### src/rtl/tiny16_loader_pkg.sv
// Shared types and constants for the tiny16 serial program loader.
// Optional inter-byte timeout is enabled by defining TINY16_LOADER_TIMEOUT_EN.
package tiny16_loader_pkg;

    typedef enum logic [2:0] {
        ST_IDLE,
        ST_LEN_HI,
        ST_LEN_LO,
        ST_DATA_HI,
        ST_DATA_LO,
        ST_CHECK
    } loader_state_t;

    typedef enum logic [1:0] {
        RX_IDLE,
        RX_START,
        RX_DATA,
        RX_STOP
    } rx_state_t;

    localparam logic [7:0] SYNC_BYTE_DEFAULT = 8'hA5;

    // Frame layout: SYNC, LEN_HI, LEN_LO, N x {hi, lo}, CHK.
    localparam int FRAME_HDR_BYTES      = 3;
    localparam int FRAME_BYTES_PER_WORD = 2;
    localparam int FRAME_TRAILER_BYTES  = 1;
    localparam bit WORD_HI_FIRST        = 1'b1;

    function automatic logic [15:0] join_word(input logic [7:0] first, input logic [7:0] second);
        return WORD_HI_FIRST ? {first, second} : {second, first};
    endfunction

endpackage

### src/rtl/tiny16_uart_rx.sv
// 8N1 UART receiver: 2-FF synchroniser, mid-bit sampling, start-glitch
// rejection and stop-bit framing check. One-cycle byte_valid / frame_err pulses.
module tiny16_uart_rx
    import tiny16_loader_pkg::*;
#(
    parameter int CLKS_PER_BIT = 104
) (
    input  logic       clk,
    input  logic       srst,
    input  logic       rx,
    output logic [7:0] data_byte,
    output logic       byte_valid,
    output logic       frame_err
);

    localparam int CNT_W = (CLKS_PER_BIT > 1) ? $clog2(CLKS_PER_BIT) : 1;
    localparam logic [CNT_W-1:0] HALF_CNT = CNT_W'(CLKS_PER_BIT / 2 - 1);
    localparam logic [CNT_W-1:0] FULL_CNT = CNT_W'(CLKS_PER_BIT - 1);

    if (CLKS_PER_BIT < 4) begin : g_cpb_check
        $error("tiny16_uart_rx: CLKS_PER_BIT must be at least 4");
    end

    logic             rx_meta_reg, rx_sync_reg, rx_prev_reg;
    rx_state_t        state_reg, state_next;
    logic [CNT_W-1:0] cnt_reg, cnt_next;
    logic [2:0]       bit_reg, bit_next;
    logic [7:0]       shift_reg, shift_next;
    logic             valid_reg, valid_next;
    logic             ferr_reg, ferr_next;

    always_ff @(posedge clk) begin
        if (srst) begin
            rx_meta_reg <= 1'b1;
            rx_sync_reg <= 1'b1;
            rx_prev_reg <= 1'b1;
            state_reg   <= RX_IDLE;
            cnt_reg     <= '0;
            bit_reg     <= '0;
            shift_reg   <= '0;
            valid_reg   <= 1'b0;
            ferr_reg    <= 1'b0;
        end else begin
            rx_meta_reg <= rx;
            rx_sync_reg <= rx_meta_reg;
            rx_prev_reg <= rx_sync_reg;
            state_reg   <= state_next;
            cnt_reg     <= cnt_next;
            bit_reg     <= bit_next;
            shift_reg   <= shift_next;
            valid_reg   <= valid_next;
            ferr_reg    <= ferr_next;
        end
    end

    always_comb begin
        state_next = state_reg;
        cnt_next   = cnt_reg;
        bit_next   = bit_reg;
        shift_next = shift_reg;
        valid_next = 1'b0;
        ferr_next  = 1'b0;
        case (state_reg)
            RX_IDLE: begin
                if (rx_prev_reg && !rx_sync_reg) begin
                    state_next = RX_START;
                    cnt_next   = '0;
                end
            end
            RX_START: begin
                if (cnt_reg == HALF_CNT) begin
                    cnt_next = '0;
                    // A start bit that is high again at mid-bit was only a glitch.
                    if (rx_sync_reg) begin
                        state_next = RX_IDLE;
                    end else begin
                        state_next = RX_DATA;
                        bit_next   = '0;
                    end
                end else begin
                    cnt_next = cnt_reg + 1'b1;
                end
            end
            RX_DATA: begin
                if (cnt_reg == FULL_CNT) begin
                    cnt_next   = '0;
                    shift_next = {rx_sync_reg, shift_reg[7:1]};
                    if (bit_reg == 3'd7) begin
                        state_next = RX_STOP;
                    end else begin
                        bit_next = bit_reg + 3'd1;
                    end
                end else begin
                    cnt_next = cnt_reg + 1'b1;
                end
            end
            RX_STOP: begin
                if (cnt_reg == FULL_CNT) begin
                    cnt_next   = '0;
                    state_next = RX_IDLE;
                    if (rx_sync_reg) begin
                        valid_next = 1'b1;
                    end else begin
                        ferr_next = 1'b1;
                    end
                end else begin
                    cnt_next = cnt_reg + 1'b1;
                end
            end
            default: state_next = RX_IDLE;
        endcase
    end

    assign data_byte  = shift_reg;
    assign byte_valid = valid_reg;
    assign frame_err  = ferr_reg;

endmodule

### src/rtl/tiny16_loader.sv
// Serial program loader: receives a framed image over UART, writes it to program
// memory from address 0 and releases CPU_RST only after a good checksum.
// Define TINY16_LOADER_TIMEOUT_EN to abort a load after TIMEOUT_CYCLES of silence.
module tiny16_loader
    import tiny16_loader_pkg::*;
#(
    parameter int         CLKS_PER_BIT   = 104,
    parameter int         ADDR_W         = 16,
    parameter logic [7:0] SYNC_BYTE      = SYNC_BYTE_DEFAULT,
    parameter int         TIMEOUT_CYCLES = 1000000
) (
    input  logic              CLK,
    input  logic              RST,
    input  logic              RX,
    output logic              MEM_WE,
    output logic [ADDR_W-1:0] MEM_ADDR,
    output logic [15:0]       MEM_DATA,
    output logic              CPU_RST,
    output logic              BUSY,
    output logic              DONE,
    output logic              ERR
);

    if (TIMEOUT_CYCLES < 1) begin : g_timeout_check
        $error("tiny16_loader: TIMEOUT_CYCLES must be positive");
    end

    logic [7:0] rx_byte;
    logic       rx_valid;
    logic       rx_ferr;

    tiny16_uart_rx #(
        .CLKS_PER_BIT(CLKS_PER_BIT)
    ) u_rx (
        .clk       (CLK),
        .srst      (RST),
        .rx        (RX),
        .data_byte (rx_byte),
        .byte_valid(rx_valid),
        .frame_err (rx_ferr)
    );

    loader_state_t     state_reg, state_next;
    logic [15:0]       len_reg, len_next;
    logic [15:0]       idx_reg, idx_next;
    logic [7:0]        hi_reg, hi_next;
    logic [7:0]        chk_reg, chk_next;
    logic              mem_we_reg, mem_we_next;
    logic [ADDR_W-1:0] mem_addr_reg, mem_addr_next;
    logic [15:0]       mem_data_reg, mem_data_next;
    logic              cpu_rst_reg, cpu_rst_next;
    logic              busy_reg, busy_next;
    logic              done_reg, done_next;
    logic              err_reg, err_next;

`ifdef TINY16_LOADER_TIMEOUT_EN
    logic [31:0] tmo_cnt_reg, tmo_cnt_next;
`endif

    always_ff @(posedge CLK) begin
        if (RST) begin
            state_reg    <= ST_IDLE;
            len_reg      <= '0;
            idx_reg      <= '0;
            hi_reg       <= '0;
            chk_reg      <= '0;
            mem_we_reg   <= 1'b0;
            mem_addr_reg <= '0;
            mem_data_reg <= '0;
            cpu_rst_reg  <= 1'b1;
            busy_reg     <= 1'b0;
            done_reg     <= 1'b0;
            err_reg      <= 1'b0;
`ifdef TINY16_LOADER_TIMEOUT_EN
            tmo_cnt_reg  <= '0;
`endif
        end else begin
            state_reg    <= state_next;
            len_reg      <= len_next;
            idx_reg      <= idx_next;
            hi_reg       <= hi_next;
            chk_reg      <= chk_next;
            mem_we_reg   <= mem_we_next;
            mem_addr_reg <= mem_addr_next;
            mem_data_reg <= mem_data_next;
            cpu_rst_reg  <= cpu_rst_next;
            busy_reg     <= busy_next;
            done_reg     <= done_next;
            err_reg      <= err_next;
`ifdef TINY16_LOADER_TIMEOUT_EN
            tmo_cnt_reg  <= tmo_cnt_next;
`endif
        end
    end

    always_comb begin
        state_next    = state_reg;
        len_next      = len_reg;
        idx_next      = idx_reg;
        hi_next       = hi_reg;
        chk_next      = chk_reg;
        mem_we_next   = 1'b0;
        mem_addr_next = mem_addr_reg;
        mem_data_next = mem_data_reg;
        cpu_rst_next  = cpu_rst_reg;
        busy_next     = busy_reg;
        done_next     = done_reg;
        err_next      = err_reg;

        if (state_reg != ST_IDLE && rx_ferr) begin
            state_next   = ST_IDLE;
            err_next     = 1'b1;
            busy_next    = 1'b0;
            cpu_rst_next = 1'b1;
        end else if (rx_valid) begin
            case (state_reg)
                ST_IDLE: begin
                    if (rx_byte == SYNC_BYTE) begin
                        state_next   = ST_LEN_HI;
                        cpu_rst_next = 1'b1;
                        busy_next    = 1'b1;
                        done_next    = 1'b0;
                        err_next     = 1'b0;
                        chk_next     = '0;
                        idx_next     = '0;
                    end
                end
                ST_LEN_HI: begin
                    len_next[15:8] = rx_byte;
                    state_next     = ST_LEN_LO;
                end
                ST_LEN_LO: begin
                    len_next[7:0] = rx_byte;
                    state_next    = ({len_reg[15:8], rx_byte} == 16'd0) ? ST_CHECK : ST_DATA_HI;
                end
                ST_DATA_HI: begin
                    hi_next    = rx_byte;
                    chk_next   = chk_reg ^ rx_byte;
                    state_next = ST_DATA_LO;
                end
                ST_DATA_LO: begin
                    mem_we_next   = 1'b1;
                    mem_addr_next = ADDR_W'(idx_reg);
                    mem_data_next = join_word(hi_reg, rx_byte);
                    chk_next      = chk_reg ^ rx_byte;
                    idx_next      = idx_reg + 16'd1;
                    state_next    = (idx_reg + 16'd1 == len_reg) ? ST_CHECK : ST_DATA_HI;
                end
                ST_CHECK: begin
                    if (rx_byte == chk_reg) begin
                        done_next    = 1'b1;
                        cpu_rst_next = 1'b0;
                    end else begin
                        err_next = 1'b1;
                    end
                    busy_next  = 1'b0;
                    state_next = ST_IDLE;
                end
                default: state_next = ST_IDLE;
            endcase
        end

`ifdef TINY16_LOADER_TIMEOUT_EN
        // Counter restarts on every received byte and only runs mid-load.
        tmo_cnt_next = (rx_valid || !busy_reg) ? 32'd0 : tmo_cnt_reg + 32'd1;
        if (busy_reg && !rx_valid && !rx_ferr && tmo_cnt_reg == 32'(TIMEOUT_CYCLES - 1)) begin
            state_next   = ST_IDLE;
            err_next     = 1'b1;
            busy_next    = 1'b0;
            cpu_rst_next = 1'b1;
            tmo_cnt_next = 32'd0;
        end
`endif
    end

    assign MEM_WE   = mem_we_reg;
    assign MEM_ADDR = mem_addr_reg;
    assign MEM_DATA = mem_data_reg;
    assign CPU_RST  = cpu_rst_reg;
    assign BUSY     = busy_reg;
    assign DONE     = done_reg;
    assign ERR      = err_reg;

endmodule

### config.mk
export PLATFORM = sky130hd
export DESIGN_NAME = tiny16_loader
export DESIGN_NICKNAME = d
export VERILOG_FILES = /design/src/rtl/tiny16_loader_pkg.sv /design/src/rtl/tiny16_uart_rx.sv /design/src/rtl/tiny16_loader.sv
export SDC_FILE = /design/constraint.sdc
export NUM_CORES = 1
export LEC_CHECK = 0
export CAP_MARGIN = 20
export CORE_AREA = 2 2 103 105
export CTS_BUF_LIST = sky130_fd_sc_hd__clkbuf_8
export CTS_CLUSTER_DIAMETER = 200
export DETAILED_ROUTE_END_ITERATION = 12
export DIE_AREA = 0 0 105 107
export PLACE_DENSITY = 0.83
export REMOVE_ABC_BUFFERS = 1
export SLEW_MARGIN = 20
export SYNTH_ARGS = -nofsm -noshare
export SYNTH_HDL_FRONTEND = slang
export SYNTH_HIERARCHICAL = 1
export SYNTH_SLANG_ARGS = --single-unit
### constraint.sdc
create_clock -name CLK -period 3.95 [get_ports CLK]
set_input_delay 0.79 -clock CLK [delete_from_list [all_inputs] [get_ports CLK]]
set_output_delay 0.79 -clock CLK [all_outputs]
set_load 0.02 [all_outputs]
==> results.txt, run 1 <==
----------------------------------------------------
[Critical path]
  Reg2reg path depth ... 7
  Worst Path Arrival ... 3020 ps
  Worst R2R End ... state_reg[1]$_SDFFE_PP0P_
  Startpoint type of the worst setup path ... flip-flop
  Critical register-to-register path startpoint ... idx_reg[0]$_SDFFE_PP0P_
  Reg2reg setup slack ... around 1200 ps
  Cell Chain, Critical Path ... ha_1 -> nand3_4 -> nor4_4 -> xnor2_1 -> or4_4 -> nor4_2 -> o31ai_1
  Highest net fanout along the worst path ... 11
  Crit path max-delay cell type ... dfxtp_1
  Sort of element at the end of the critical path ... flip-flop
  Count of buffering cells on the critical path with inverters included ... 0
  Peak per-stage delay on the critical path ... between 500 and 600 ps
  Top cell family by delay on the critical path ... simple AND/OR/NAND/NOR gates
  Worst Path Class, Setup ... reg -> reg
  Worst endpoint required time ... roughly 4200 ps

[Yosys]
  Number of distinct library cells after synthesis ... 65
  Netlist Area Pre-Place ... around 0.0054 sq mm
  FF+latch count, synth ... 113
  Post-synth EDFFs ... 0
  Top cell type by total area after synthesis ... dfxtp_1
  Leading cell types by total area after synthesis ... dfxtp_1, a21oi_1, nand2_1
  Part of the Yosys area used for sequential elements ... 0.4197
  Most used DFF post-synth ... dfxtp_1
  Average instance area after synthesis ... just over 8 sq um
  Post-Syn Instances ... 656
  Share of Yosys cell area claimed by the top area cell type ... 0.4197
  Yosys warnings ... 6
  Ys async rst share ... 0

[Timing]
  Slew HR ... 0.4085
  Final slew viol count ... 0
  Total Negative Setup Slacks ... 0 ps
  Final setup vio count ... 0
  Time the worst path needs with I/O delays and setup ... 2732 ps
  Post-route clock period utilization ... 0.6917
  Worst-case clock skew ... approximately 11 ps
  Unrepaired setup endpoints after global routing ... no
  Slew at the pin closest to its max-slew limit ... 887.2 ps
  Hold Vio Cnt, Final ... 0
  Maximum clock frequency ... about 370 MHz
  Post-Route Hold Slack ... between 400 and 500 ps

[Min path]
  WHS Path Cells ... 1
  Launch instance of the worst min-delay path ... u_rx/rx_meta_reg$_SDFF_PP1_
  Destination of the worst hold path ... u_rx/rx_sync_reg$_SDFF_PP1_
  Worst hold path class ... reg -> reg

[Global route]
  Pin count of the biggest net entering global routing ... 90
  Number of antenna violations at the first check in global routing ... 0
  Congestion Overflow GR ... 0
  GRT Util Overall ... 0.2316
  Via count of the first global-routing pass ... about 4600
  Global-route wire length before repair ... ~21000 um

[Floorplanning]
  Die outline height ... about 110 um
  Core region area ... just over 0.01 sq mm
  Initial core utilization ... 0.5341
  I/O pin total ... 40
  Site row count ... 37
  Die Area ... 0.01124 sq mm
  Width of the chip ... ~110 um

[Finish]
  Fraction of layout cells with a size suffix above 1 ... 0.08223
  Count of fill cells added during filler insertion ... between 800 and 900
  Final layout net count ... between 600 and 700
  Commonest cells after routing, fill and taps aside ... dfxtp_1, nand2_1, a21oi_1
  Most common cell after layout, fill and taps aside ... dfxtp_1
  Antenna diode instance count ... 0
  Final instance area ... 0.006188 sq mm
  Synthesis-to-finish area growth ... 14.81%

[Drt]
  Routed length per placed instance ... roughly 15 um
  Vias after detailed routing ... 4778
  Post-detailed-routing wire length ... approximately 13000 um
  Number of DRC markers in iteration 0 ... 454
  Vias per std cell ... about 5.8
  Number of detailed-routing iterations run before antenna repair ... 5
  Number of nets with antenna violations after detailed routing ... 0
  Post-route DRC violation count ... 0

[Placement]
  Post-place instance area ... ~0.0058 sq mm
  Half-perimeter wire length after detailed placement ... between 8000 and 9000 um
  Gp weighted congestion ... around 0.83
  Port Buf Inserts ... 39

[Run status]
  Outcome ... finished, final reports clean

[Clock network]
  TritonCTS clock tree ... built
  Post-CTS clock slew at the launch and capture registers of the worst setup and hold paths ... 70 ps
  TritonCTS Sinks ... around 110
  Insertion delay of the later-clocked pin in the worst-skew pair ... ~440 ps
  Resized cells post-CTS ... 0
  Buffer cell driving the clock tree root ... clkbuf_8
  Max H-tree Level ... 4
  Number of buffers on the longest clock path ... 2
  Number of buffers inserted during clock tree synthesis ... 17
  Post-CTS setup repair buffer count ... 0
  Post-CTS Hold Fix Bufs ... 0

[Power]
  Maximum ir drop on the vdd rail ... between 0.2 and 0.3 mV
  Power density relative to cell area ... approximately 370 mW/mm^2
  Pwr Total ... ~2300 uW
  LEAKAGE ... 0.002136 uW

[Job]
  Reported max-cap violation count ... 0

----------------------------------------------------
[report_power, final]
part           total (uW)  switching [uW]  internal [uW]
Sequential           1140            1.60           1140
Clock                1140             509            630
Combinational        26.2            20.9           5.25
Total                2310             532           1780
[cell type report]
cell class,count,area (sq um),share of cell area
Timing Repair Buffer,42,410.4,0.06632
Clock buffer,17,234.0,0.03781
Clock inverter,15,185.2,0.02992
Sequential cell,113,2262,0.3655
Inverter,7,26.28,0.004246
Tap cell,136,170.2,0.02750
Multi-Input combinational cell,487,2900,0.4687
[cell usage after synthesis, types with 2 or more instances]
library cell / n
a211oi_1: 4
a21o_1: 3
a21oi_1: 83
a22oi_1: 3
a31oi_1: 3
and2_1: 3
and3_1: 3
and4_1: 3
buf_2: 4
buf_6: 3
clkbuf_1: 41
dfxtp_1: 113
ha_1: 5
inv_1: 7
mux2i_1: 24
nand2_1: 101
nand2b_1: 4
nand3_1: 12
nand3_4: 2
nand3b_1: 15
nand4_1: 7
nand4b_1: 3
nor2_1: 64
nor2b_1: 8
nor3_1: 12
nor3_2: 2
nor3b_1: 3
nor4_1: 12
nor4_2: 2
nor4b_1: 3
o211ai_1: 3
o21a_1: 2
o21ai_0: 31
o22ai_1: 4
o31ai_1: 3
or2_2: 3
or3_1: 5
or4_1: 2
xnor2_1: 12
xor2_1: 14
[per-stage QoR]
step	setup WS (ps)	util	instances
6_report	1218	0.6132	817
3_5_place_dp	1241	0.5708	785
5_1_grt	1037	0.6132	817
4_1_cts	1224	0.6123	817
3_3_place_gp	1419	0.5708	785
2_1_floorplan	1518	-	607
[layer usage]
| layer | vias up | GRT usage | part of all wire |
|---|---|---|---|
| met5 | - | 0 | 0 |
| met4 | 0 | 0.1305 | 0.037 |
| met2 | 147 | 0.3956 | 0.50 |
| met1 | 2268 | 0.2603 | 0.41 |
| li1 | 2321 | - | - |
| met3 | 42 | 0.06505 | 0.053 |
[cells by family (layout without fill, tap and decap cells)]
logic type	Yosys count	after routing	share of synthesized area
AOI/OAI and AO/OA	151	151	0.1630
xor gates and xnor gates	27	27	0.04643
adders and majority gates	5	5	0.01161
buffers and inverters	56	81	0.04480
DFF	113	113	0.4197
muxes	24	24	0.04457
and+or+nand+nor	280	280	0.2700
[worst max-delay path by stage]
stage,startpoint,end,slack [ps],depth (start not counted)
global route,idx_reg[0]$_SDFFE_PP0P_,state_reg[1]$_SDFFE_PP0P_,1040,7
finish,idx_reg[0]$_SDFFE_PP0P_,state_reg[1]$_SDFFE_PP0P_,1220,7
global placement,idx_reg[0]$_SDFFE_PP0P_,state_reg[1]$_SDFFE_PP0P_,1420,7
floorplan,u_rx/byte_valid$_SDFF_PP0_,idx_reg[4]$_SDFFE_PP0P_,1520,4
CTS,idx_reg[0]$_SDFFE_PP0P_,state_reg[1]$_SDFFE_PP0P_,1220,7
detailed placement,idx_reg[0]$_SDFFE_PP0P_,state_reg[1]$_SDFFE_PP0P_,1240,7
(Power assumes the default switching activity.)
==> inputs of run 2 (changes only) <==
--- a/config.mk
+++ b/config.mk
@@ -11,7 +11,7 @@
 export CTS_CLUSTER_DIAMETER = 200
 export DETAILED_ROUTE_END_ITERATION = 12
 export DIE_AREA = 0 0 105 107
-export PLACE_DENSITY = 0.83
+export PLACE_DENSITY = 0.86
 export REMOVE_ABC_BUFFERS = 1
 export SLEW_MARGIN = 20
 export SYNTH_ARGS = -nofsm -noshare
==> constraint.sdc (replaced) <==
create_clock -name CLK -period 2.3 [get_ports CLK]
set_input_delay 0.46 -clock CLK [delete_from_list [all_inputs] [get_ports CLK]]
set_output_delay 0.46 -clock CLK [all_outputs]
set_load 0.02 [all_outputs]
==> run 2 against run 1 <==
Against the previous run: maximum frequency is 23% higher; highest routed layer unchanged; clock power grew 50%; worst setup slack worse by 1100 ps; critical path type unchanged; largest power group unchanged; critical endpoint is now idx_reg[11]$_SDFFE_PP0P_.
==> results.txt, run 2 (same netlist as run 1, synthesis figures left out) <==
----------------------------------------------------
[Run status]
  Outcome ... finished, final reports clean (unchanged)

[Floorplanning]
  Site row count ... 37 (unchanged)
  Initial core utilization ... 0.5341 (unchanged)
  Die Area ... 0.01124 sq mm (unchanged)
  I/O pin total ... 40 (unchanged)
  Core region area ... 0.01009 sq mm (unchanged)
  Width of the chip ... 105 um (unchanged)
  Die outline height ... 107 um (unchanged)

[Timing]
  Maximum clock frequency ... 449.0 MHz (was 366.0 MHz)
  Final setup vio count ... 0 (unchanged)
  Worst-case clock skew ... 13.35 ps (was 10.84 ps)
  Time the worst path needs with I/O delays and setup ... 2227 ps (was 2732 ps)
  Slew HR ... 0.3933 (was 0.4085)
  Slew at the pin closest to its max-slew limit ... 905.8 ps (was 887.2 ps)
  Setup WS post-layout ... 72.91 ps (was 1218 ps)
  Unrepaired setup endpoints after global routing ... yes (was no)
  Post-route clock period utilization ... 0.9683 (was 0.6917)
  Hold Vio Cnt, Final ... 0 (unchanged)
  Final slew viol count ... 0 (unchanged)

[Global route]
  Global-route wire length before repair ... 21090 um (was 21060 um)
  GRT Util Overall ... 0.2328 (was 0.2316)
  Number of antenna violations at the first check in global routing ... 0 (unchanged)
  Congestion Overflow GR ... 0 (unchanged)
  Via count of the first global-routing pass ... 4526 (was 4560)
  Pin count of the biggest net entering global routing ... 79 (was 90)

[Power]
  Switching part of the total power ... 0.2204 (was 0.2304)
  Combinational share of power ... 0.013 (was 0.011)
  Relative contribution of the clock network to total power ... 0.460 (was 0.494)
  Seq pwr share ... 0.527 (was 0.495)
  Pwr Total ... 3727 uW (was 2308 uW)
  Pint ... 2906 uW (was 1776 uW)
  Net Switching ... 821.2 uW (was 531.7 uW)
  LEAKAGE ... 0.002314 uW (was 0.002136 uW)
  Maximum ir drop on the vdd rail ... 0.2983 mV (was 0.2717 mV)
  Power density relative to cell area ... 581.7 mW/mm^2 (was 372.9 mW/mm^2)

[Drt]
  Post-detailed-routing wire length ... 12740 um (was 12520 um)
  Vias after detailed routing ... 4863 (was 4778)
  Number of detailed-routing iterations run before antenna repair ... 6 (was 5)
  Number of DRC markers in iteration 0 ... 412 (was 454)
  Vias per std cell ... 5.728 (was 5.848)
  Number of nets with antenna violations after detailed routing ... 0 (unchanged)
  Routed length per placed instance ... 15.01 um (was 15.33 um)
  Post-route DRC violation count ... 0 (unchanged)

[Placement]
  Port Buf Inserts ... 39 (unchanged)
  Post-place instance area ... 0.006021 sq mm (was 0.005761 sq mm)
  Worst slack at placement ... 22.69 ps (was 1241 ps)
  Cell count after placement ... 818 (was 785)
  Gp weighted congestion ... 0.9049 (was 0.8271)
  Half-perimeter wire length after detailed placement ... 8745 um (was 8213 um)

[Critical path]
  Worst Path Class, Setup ... reg -> reg (unchanged)
  Worst Path Arrival ... 2520 ps (was 3020 ps)
  Cell Chain, Critical Path ... or4_1 -> o31ai_2 -> nand3_1 -> buf_4 -> o21ai_0 -> a21oi_1 (was ha_1 -> nand3_4 -> nor4_4 -> xnor2_1 -> or4_4 -> nor4_2 -> o31ai_1)
  Worst endpoint required time ... 2590 ps (was 4240 ps)
  Peak per-stage delay on the critical path ... 580 ps (was 530 ps)
  Highest net fanout along the worst path ... 10 (was 11)
  Top cell family by delay on the critical path ... simple AND/OR/NAND/NOR gates (unchanged)
  Count of buffering cells on the critical path with inverters included ... 1 (was 0)
  Number of cells on the critical path ... 6 (was 7)
  Reg2reg path depth ... 6 (was 7)
  Crit path max-delay cell type ... or4_1 (was dfxtp_1)
  Sort of element at the end of the critical path ... flip-flop (unchanged)
  Startpoint type of the worst setup path ... flip-flop (unchanged)

[Finish]
  Final layout net count ... 709 (was 676)
  Most common cell after layout, fill and taps aside ... dfxtp_1 (unchanged)
  Synthesis-to-finish area growth ... 18.85% (was 14.81%)
  Layout Cells excl Fill ... 849 (was 817)
  Fraction of layout cells with a size suffix above 1 ... 0.1234 (was 0.08223)
  Final instance area ... 0.006406 sq mm (was 0.006188 sq mm)
  Commonest cells after routing, fill and taps aside ... dfxtp_1, nand2_1, a21oi_1 (unchanged)
  Antenna diode instance count ... 0 (unchanged)

[Clock network]
  Max H-tree Level ... 4 (unchanged)
  Number of buffers on the longest clock path ... 2 (unchanged)
  Post-CTS clock slew at the launch and capture registers of the worst setup and hold paths ... 70 ps (about the same)
  Insertion delay of the later-clocked pin in the worst-skew pair ... 420 ps (was 440 ps)
  Buffer cell driving the clock tree root ... clkbuf_8 (unchanged)
  TritonCTS clock tree ... built (unchanged)
  Number of buffers inserted during clock tree synthesis ... 17 (unchanged)
  Post-CTS setup repair buffer count ... 0 (unchanged)
  TritonCTS Sinks ... 113 (unchanged)

[Job]
  Reported max-cap violation count ... 0 (unchanged)

[Min path]
  WHS Path Cells ... 1 (unchanged)
  Worst hold path class ... reg -> reg (unchanged)

----------------------------------------------------
run 2: cell types whose count changed in the layout (fill, tap and decap cells not counted), sizes merged:
| cell | before | now |
|---|---|---|
| buf | 4 | 37 |
| bufinv | 3 | 2 |
| clkinvlp | 2 | 1 |
| inv | 10 | 11 |
run 2: area by class of cell:
type / instances / area, sq um
clock buffers: 17 / 234.0
clock inverters: 14 / 128.9
fillers: 835 / 3686
inverters: 7 / 26.28
multi-input cells: 487 / 2912
flip-flops and latches: 113 / 2265
well taps: 136 / 170.2
repair buffers: 75 / 670.6
run 2: power by group through the flow:
stage                     clock [uW]  combinational [uW]  sequential (uW)
after floorplan                    0                10.5             2010
after global placement             0                46.9             2010
after detailed placement           0                48.9             2010
after CTS                       1740                49.0             1960
after global routing            1820                54.3             1960
final                           1710                49.1             1960
run 2: layer usage:
metal | share of wire | vias up | wire length [um] | global-route usage
li1 | - | 2390 | - | -
met1 | 0.41 | 2306 | 5269 | 0.2637
met2 | 0.52 | 133 | 6564 | 0.4109
met3 | 0.045 | 34 | 579 | 0.05897
met4 | 0.026 | 0 | 329 | 0.1086
met5 | 0 | - | 0 | 0
run 2: worst register-to-register path, cell delays in order (launching register included):
cell	delay, ps
dfxtp_1	310
or4_1	580
o31ai_2	280
nand3_1	290
buf_4	280
o21ai_0	240
a21oi_1	130
run 2: worst paths after layout:
kind / start / end / slack, ps
max: u_rx/data_byte[3]$_SDFFE_PP0P_ / idx_reg[11]$_SDFFE_PP0P_ / 70
min: u_rx/rx_meta_reg$_SDFF_PP1_ / u_rx/rx_sync_reg$_SDFF_PP1_ / 420
max reg2reg: u_rx/data_byte[3]$_SDFFE_PP0P_ / idx_reg[11]$_SDFFE_PP0P_ / 70
min reg2reg: u_rx/rx_meta_reg$_SDFF_PP1_ / u_rx/rx_sync_reg$_SDFF_PP1_ / 420
run 2: what timing repair did:
action,CTS,global route
hold buffers,0,0
endpoints found under the setup margin,0,3
resized for setup,0,6
run 2: through the flow:
stage | utilization | setup TNS, ps | hold slack, ps
floorplan | - | -247.8 | 389.5
global placement | 0.5966 | 0 | 399.3
detailed placement | 0.5966 | 0 | 401.4
CTS | 0.6325 | 0 | 418.4
global route | 0.6348 | -5.294 | 434.5
finish | 0.6348 | 0 | 419.7
